===== src/rtl/mux2_arbiter.sv =====
// mux2_arbiter: round-robin arbiter and sequencer for a shared 2:1 data mux.
//
// Two requesters (A, B) each present req/data/last. One owner at a time holds
// the mux. An owner is released when it withdraws its request, ends its burst,
// or has used up its hold budget while the other side is waiting. On release
// the waiting side is granted directly, so no idle cycle is inserted.
//
// Ports:
//   clk, rst_n              clock, asynchronous active-low reset
//   req_a, data_a, last_a   requester A: request, word, end-of-burst
//   req_b, data_b, last_b   requester B: request, word, end-of-burst
//   gnt_a, gnt_b            registered grants, never both high
//   sel                     mux select, 1 = data_a, equals gnt_a
//   out_data, out_valid     registered muxed word and its qualifier
module mux2_arbiter #(
  parameter int unsigned DATA_W   = 8,
  parameter int unsigned MAX_HOLD = 4
) (
  input  logic              clk,
  input  logic              rst_n,
  input  logic              req_a,
  input  logic [DATA_W-1:0] data_a,
  input  logic              last_a,
  input  logic              req_b,
  input  logic [DATA_W-1:0] data_b,
  input  logic              last_b,
  output logic              gnt_a,
  output logic              gnt_b,
  output logic              sel,
  output logic [DATA_W-1:0] out_data,
  output logic              out_valid
);

  localparam int unsigned      HoldW    = $clog2(MAX_HOLD + 1);
  localparam logic [HoldW-1:0] HoldLast = HoldW'(MAX_HOLD - 1);
  localparam logic [HoldW-1:0] HoldMax  = HoldW'(MAX_HOLD);

  typedef enum logic [1:0] {StIdle, StOwnA, StOwnB} state_e;

  state_e            state_q, state_d;
  logic              prio_q, prio_d;  // 0: A wins the next tie, 1: B wins
  logic [HoldW-1:0]  hold_q, hold_d;
  logic [DATA_W-1:0] out_data_q, out_data_d;
  logic              out_valid_q, out_valid_d;

  // Owner-relative view of the current state
  logic              owned, own_req, own_last, other_req;
  logic [DATA_W-1:0] own_data;
  logic              xfer, rel_own, grant_a, grant_b;

  always_comb begin
    owned     = 1'b0;
    own_req   = 1'b0;
    own_last  = 1'b0;
    other_req = 1'b0;
    own_data  = '0;
    unique case (state_q)
      StOwnA: begin
        owned     = 1'b1;
        own_req   = req_a;
        own_last  = last_a;
        other_req = req_b;
        own_data  = data_a;
      end
      StOwnB: begin
        owned     = 1'b1;
        own_req   = req_b;
        own_last  = last_b;
        other_req = req_a;
        own_data  = data_b;
      end
      default: ;
    endcase

    xfer = owned & own_req;
    // >= rather than == so a saturated counter preempts on the first
    // transfer after the other side starts requesting.
    rel_own = owned & (~own_req | own_last | ((hold_q >= HoldLast) & other_req));

    grant_a = 1'b0;
    grant_b = 1'b0;
    unique case (state_q)
      StIdle: begin
        if (req_a && req_b) begin
          grant_a = ~prio_q;
          grant_b = prio_q;
        end else begin
          grant_a = req_a;
          grant_b = req_b;
        end
      end
      StOwnA: begin
        // Waiting side takes over directly; otherwise the owner re-arms
        // (only possible when it still requests).
        if (rel_own) begin
          if (req_b) grant_b = 1'b1;
          else       grant_a = req_a;
        end
      end
      StOwnB: begin
        if (rel_own) begin
          if (req_a) grant_a = 1'b1;
          else       grant_b = req_b;
        end
      end
      default: ;
    endcase

    state_d = state_q;
    prio_d  = prio_q;
    hold_d  = hold_q;
    if (grant_a) begin
      state_d = StOwnA;
      prio_d  = 1'b1;
      hold_d  = '0;
    end else if (grant_b) begin
      state_d = StOwnB;
      prio_d  = 1'b0;
      hold_d  = '0;
    end else if (rel_own || (state_q != StOwnA && state_q != StOwnB)) begin
      // Also recovers the unused encoding
      state_d = StIdle;
      hold_d  = '0;
    end else if (xfer && (hold_q != HoldMax)) begin
      hold_d = hold_q + HoldW'(1);
    end

    out_valid_d = xfer;
    out_data_d  = xfer ? own_data : out_data_q;
  end

  always_ff @(posedge clk or negedge rst_n) begin
    if (!rst_n) begin
      state_q     <= StIdle;
      prio_q      <= 1'b0;
      hold_q      <= '0;
      out_data_q  <= '0;
      out_valid_q <= 1'b0;
    end else begin
      state_q     <= state_d;
      prio_q      <= prio_d;
      hold_q      <= hold_d;
      out_data_q  <= out_data_d;
      out_valid_q <= out_valid_d;
    end
  end

  assign gnt_a     = (state_q == StOwnA);
  assign gnt_b     = (state_q == StOwnB);
  assign sel       = gnt_a;
  assign out_data  = out_data_q;
  assign out_valid = out_valid_q;

endmodule


===== config.mk =====
export PLATFORM = sky130hd
export DESIGN_NAME = mux2_arbiter
export DESIGN_NICKNAME = d
export VERILOG_FILES = /design/src/rtl/mux2_arbiter.sv
export SDC_FILE = /design/constraint.sdc
export NUM_CORES = 1
export LEC_CHECK = 0
export CAP_MARGIN = 20
export CORE_MARGIN = 10
export CORE_UTILIZATION = 38
export CTS_CLUSTER_DIAMETER = 150
export DETAILED_ROUTE_END_ITERATION = 16
export PLACE_DENSITY_LB_ADDON = 0.12
export SLEW_MARGIN = 20
export SYNTH_ARGS = -nofsm -noshare
export SYNTH_HDL_FRONTEND = slang
export SYNTH_SLANG_ARGS = --single-unit

===== constraint.sdc =====
create_clock -name clk -period 1.9 [get_ports clk]
set_input_delay 0.57 -clock clk [delete_from_list [all_inputs] [get_ports clk]]
set_output_delay 0.57 -clock clk [all_outputs]
set_load 0.005 [all_outputs]

==> summary.txt <==
Pwr
  • Sequential Power Share: 0.293
  • Worst VDD drop: 0.818 mV
  • Internal power: 1.15 mW
  • Switching power: 0.651 mW
  • Pwr per Cell Area: 1300 nW/um2
  • Net Sw Frac: 0.362
  • Clk pwr share: 0.101
  • Comb pwr share: 0.606
  • Leakage: approximately 0.60 nW

Logic synthesis
  • Seq cells post-synth: 15
  • Most used DFF post-synth: dfrtp_1
  • Most numerous cell in the Yosys netlist: nor2_1
  • Area leader, netlist: dfrtp_1
  • Syn Std Cell Area: 870 um2
  • Area contributors post-synth: dfrtp_1 (43%), ha_1 (10%), a221oi_1 (8.1%)
  • Synth warnings: 0
  • Post-synth top cells: nor2_1 (18), dfrtp_1 (15), a221oi_1 (8), inv_1 (8), ha_1 (7)
  • Average size of a mapped cell: 9.56 um2
  • FFs w/ async S/R, synth: 1.00
  • Synth Net Count: 120
  • Synthesized instance count: 91
  • Number of synthesized flops with an enable pin: 0
  • Post-synth cell types: 27
  • Post-synth top area share: 0.432
  • Register area share after synthesis: 0.432

Detailed routing
  • Vias/cell: 5.10
  • Wire length per cell: 15.2 um
  • Routed WL: roughly 2.5 mm
  • Iter 0 DRT Violations: 76
  • Drc violations: 0
  • Antenna Nets Post-Route: 0
  • DRT Pass-1 Iters: 4
  • Via count: 851

Setup path
  • Req. time, crit path: 2.08 ns
  • Critical path peak fanout: 5
  • Slowest cell on crit path: clkdlybuf4s50_1
  • Critical path, cell by cell: clkdlybuf4s50_1, a22oi_2, or3_4, and3_4, a2bb2oi_2, a21o_1
  • Worst path max stage delay: 0.52 ns
  • R2R cell count: 8
  • CP arrival: between 2 and 2.5 ns
  • R2r endpoint: prio_q
  • Crit start category: input pin
  • R2R setup slack: roughly 0.060 ns
  • Critical path class: input pin to flop
  • R2R Path Start: state_q[1]
  • CP Capture Type: flop

Global route
  • Largest net degree at the start of global routing: 16
  • Total track usage: 0.110
  • Total gr overflow: 0
  • Vias in the first global route: 889
  • Initial antenna violation count: 0
  • Global-route wire length before repair: 3.91 mm

Timing
  • Slew margin rel.: 0.821
  • Final worst slack: 0.0442 ns
  • Min cycle time layout: 1.86 ns
  • Worst clock skew: 0.00103 ns
  • Fmax: 539 MHz
  • Slew Viols, Final: 0
  • Final worst-path cycle share: 0.977
  • Count of final setup violators: 0
  • Setup TNS: 0 ns
  • Final hold violations: 0
  • Least-Margin Pin Slew: 0.268 ns

Finish
  • Area grow syn2layout: 59.3%
  • Diode count: 0
  • Post-layout nets: 169
  • Share of layout cells above drive strength 1: 0.230

Clock tree
  • CTS tree: done
  • Num CTS Buffers: 3
  • Worst-path clk slew: roughly 0.080 ns
  • Root buf cell: clkbuf_4
  • CTS sink count: 15
  • Clock Tree Buf Depth: 2
  • H-tree Lvls: 1
  • Clk Latency, worst-skew pair: ~0.28 ns

Die
  • Die area: 4600 um2
  • Starting density of the core: 0.397
  • Core ar.: 2190 um2
  • Die width: 67.8 um
  • I/O Pins: 34
  • Die Ht: 67.8 um
  • Row cnt: 17

Worst hold path
  • Hold Path End: out_data[7]
  • HP Class: flop to flop
  • Min-delay src: out_data[7]
  • Hold depth: 2

Job
  • Number of max-cap violations: 0

Place
  • Setup WS pre-CTS: -0.283 ns
  • I/O Buffers: 33
  • Final HPWL DP: 1.92 mm
  • Gp weighted congestion: 0.894

Run status
  • Status: finished clean
cell families after synthesis:
kind of cell             count (synthesis)  share of synthesized area
XOR/XNOR                                 1                     0.0101
buffers and inverters                   14                     0.0834
AND/OR/NAND/NOR                         33                      0.177
AO/OA/AOI/OAI                           21                      0.197
flip-flops                              15                      0.432
adder cells (fa/ha/maj)                  7                      0.101
state kept, by name, summed over array words and instances (netlist names):
signal	cells
hold_q	3
out_data	8
out_valid	1
prio_q	1
state_q	2
through the flow:
stage	total power, mW	instance area [um2]	hold slack [ns]	std cells	utilization
6_report	1.80	1390	0.515	167	0.632
5_1_grt	1.96	1390	0.545	167	0.632
4_1_cts	1.76	1360	0.522	166	0.620
3_5_place_dp	1.50	1280	0.502	158	0.584
3_3_place_gp	1.47	1280	0.485	158	0.584
2_1_floorplan	1.04	870	0.274	91	-
worst max path at each step:
stage,from,to,cells after the start
after global placement,req_b,prio_q,6
after global routing,req_a,state_q[1],6
final,req_a,prio_q,6
after floorplan,state_q[1],prio_q,8
after CTS,state_q[1],prio_q,8
after detailed placement,req_a,prio_q,6
timing repair:
item,4_1_cts,5_1_grt
pin swaps,2,3
setup buffers,4,1
gates cloned,0,0
endpoints found under the hold margin,0,0
resized for setup,8,7
hold buffers,0,0
endpoints found under the setup margin,3,6
power by group through the flow:
stage,Combinational (mW),Clock (mW),Sequential (mW)
6_report,1.09,0.181,0.526
2_1_floorplan,0.502,0,0.537
5_1_grt,1.21,0.202,0.546
4_1_cts,1.04,0.191,0.524
3_3_place_gp,0.947,0,0.526
3_5_place_dp,0.962,0,0.535
cell usage in the layout, fill, tap and decap left out, types with 3 or more instances in the layout:
cell type / Yosys / layout
ha_1: 7 / 4
clkdlybuf4s50_1: 0 / 30
a221oi_1: 8 / 8
nor2_1: 18 / 18
a21oi_1: 3 / 3
inv_2: 1 / 4
buf_4: 1 / 16
clkbuf_4: 0 / 3
inv_1: 8 / 5
dfrtp_1: 15 / 15
nand2_1: 5 / 5
area by class of cell:
cell class / count / area [um2]
clock buffer: 4 / 26.3
fill: 176 / 806
inverter: 9 / 33.8
timing repair buffer: 49 / 449
sequential: 15 / 375
tap: 28 / 35.0
multi-input combinational: 62 / 465
critical path, delay by kind of cell:
family	cells	cell delay [ns]
AO/OA/AOI/OAI	3	0.36
buffers and inverters	1	0.52
AND/OR/NAND/NOR	2	0.58
per-layer routing:
metal  vias to the layer above  part of all wire  global-route usage  wire length [um]
met5                         -                 0                   0                 0
met1                       401              0.40               0.113              1020
met4                         0            0.0099              0.0302                25
met2                        26              0.52               0.204              1310
li1                        419                 -                   -                 -
met3                         5             0.073              0.0424               185
(Power assumes the default switching activity.)
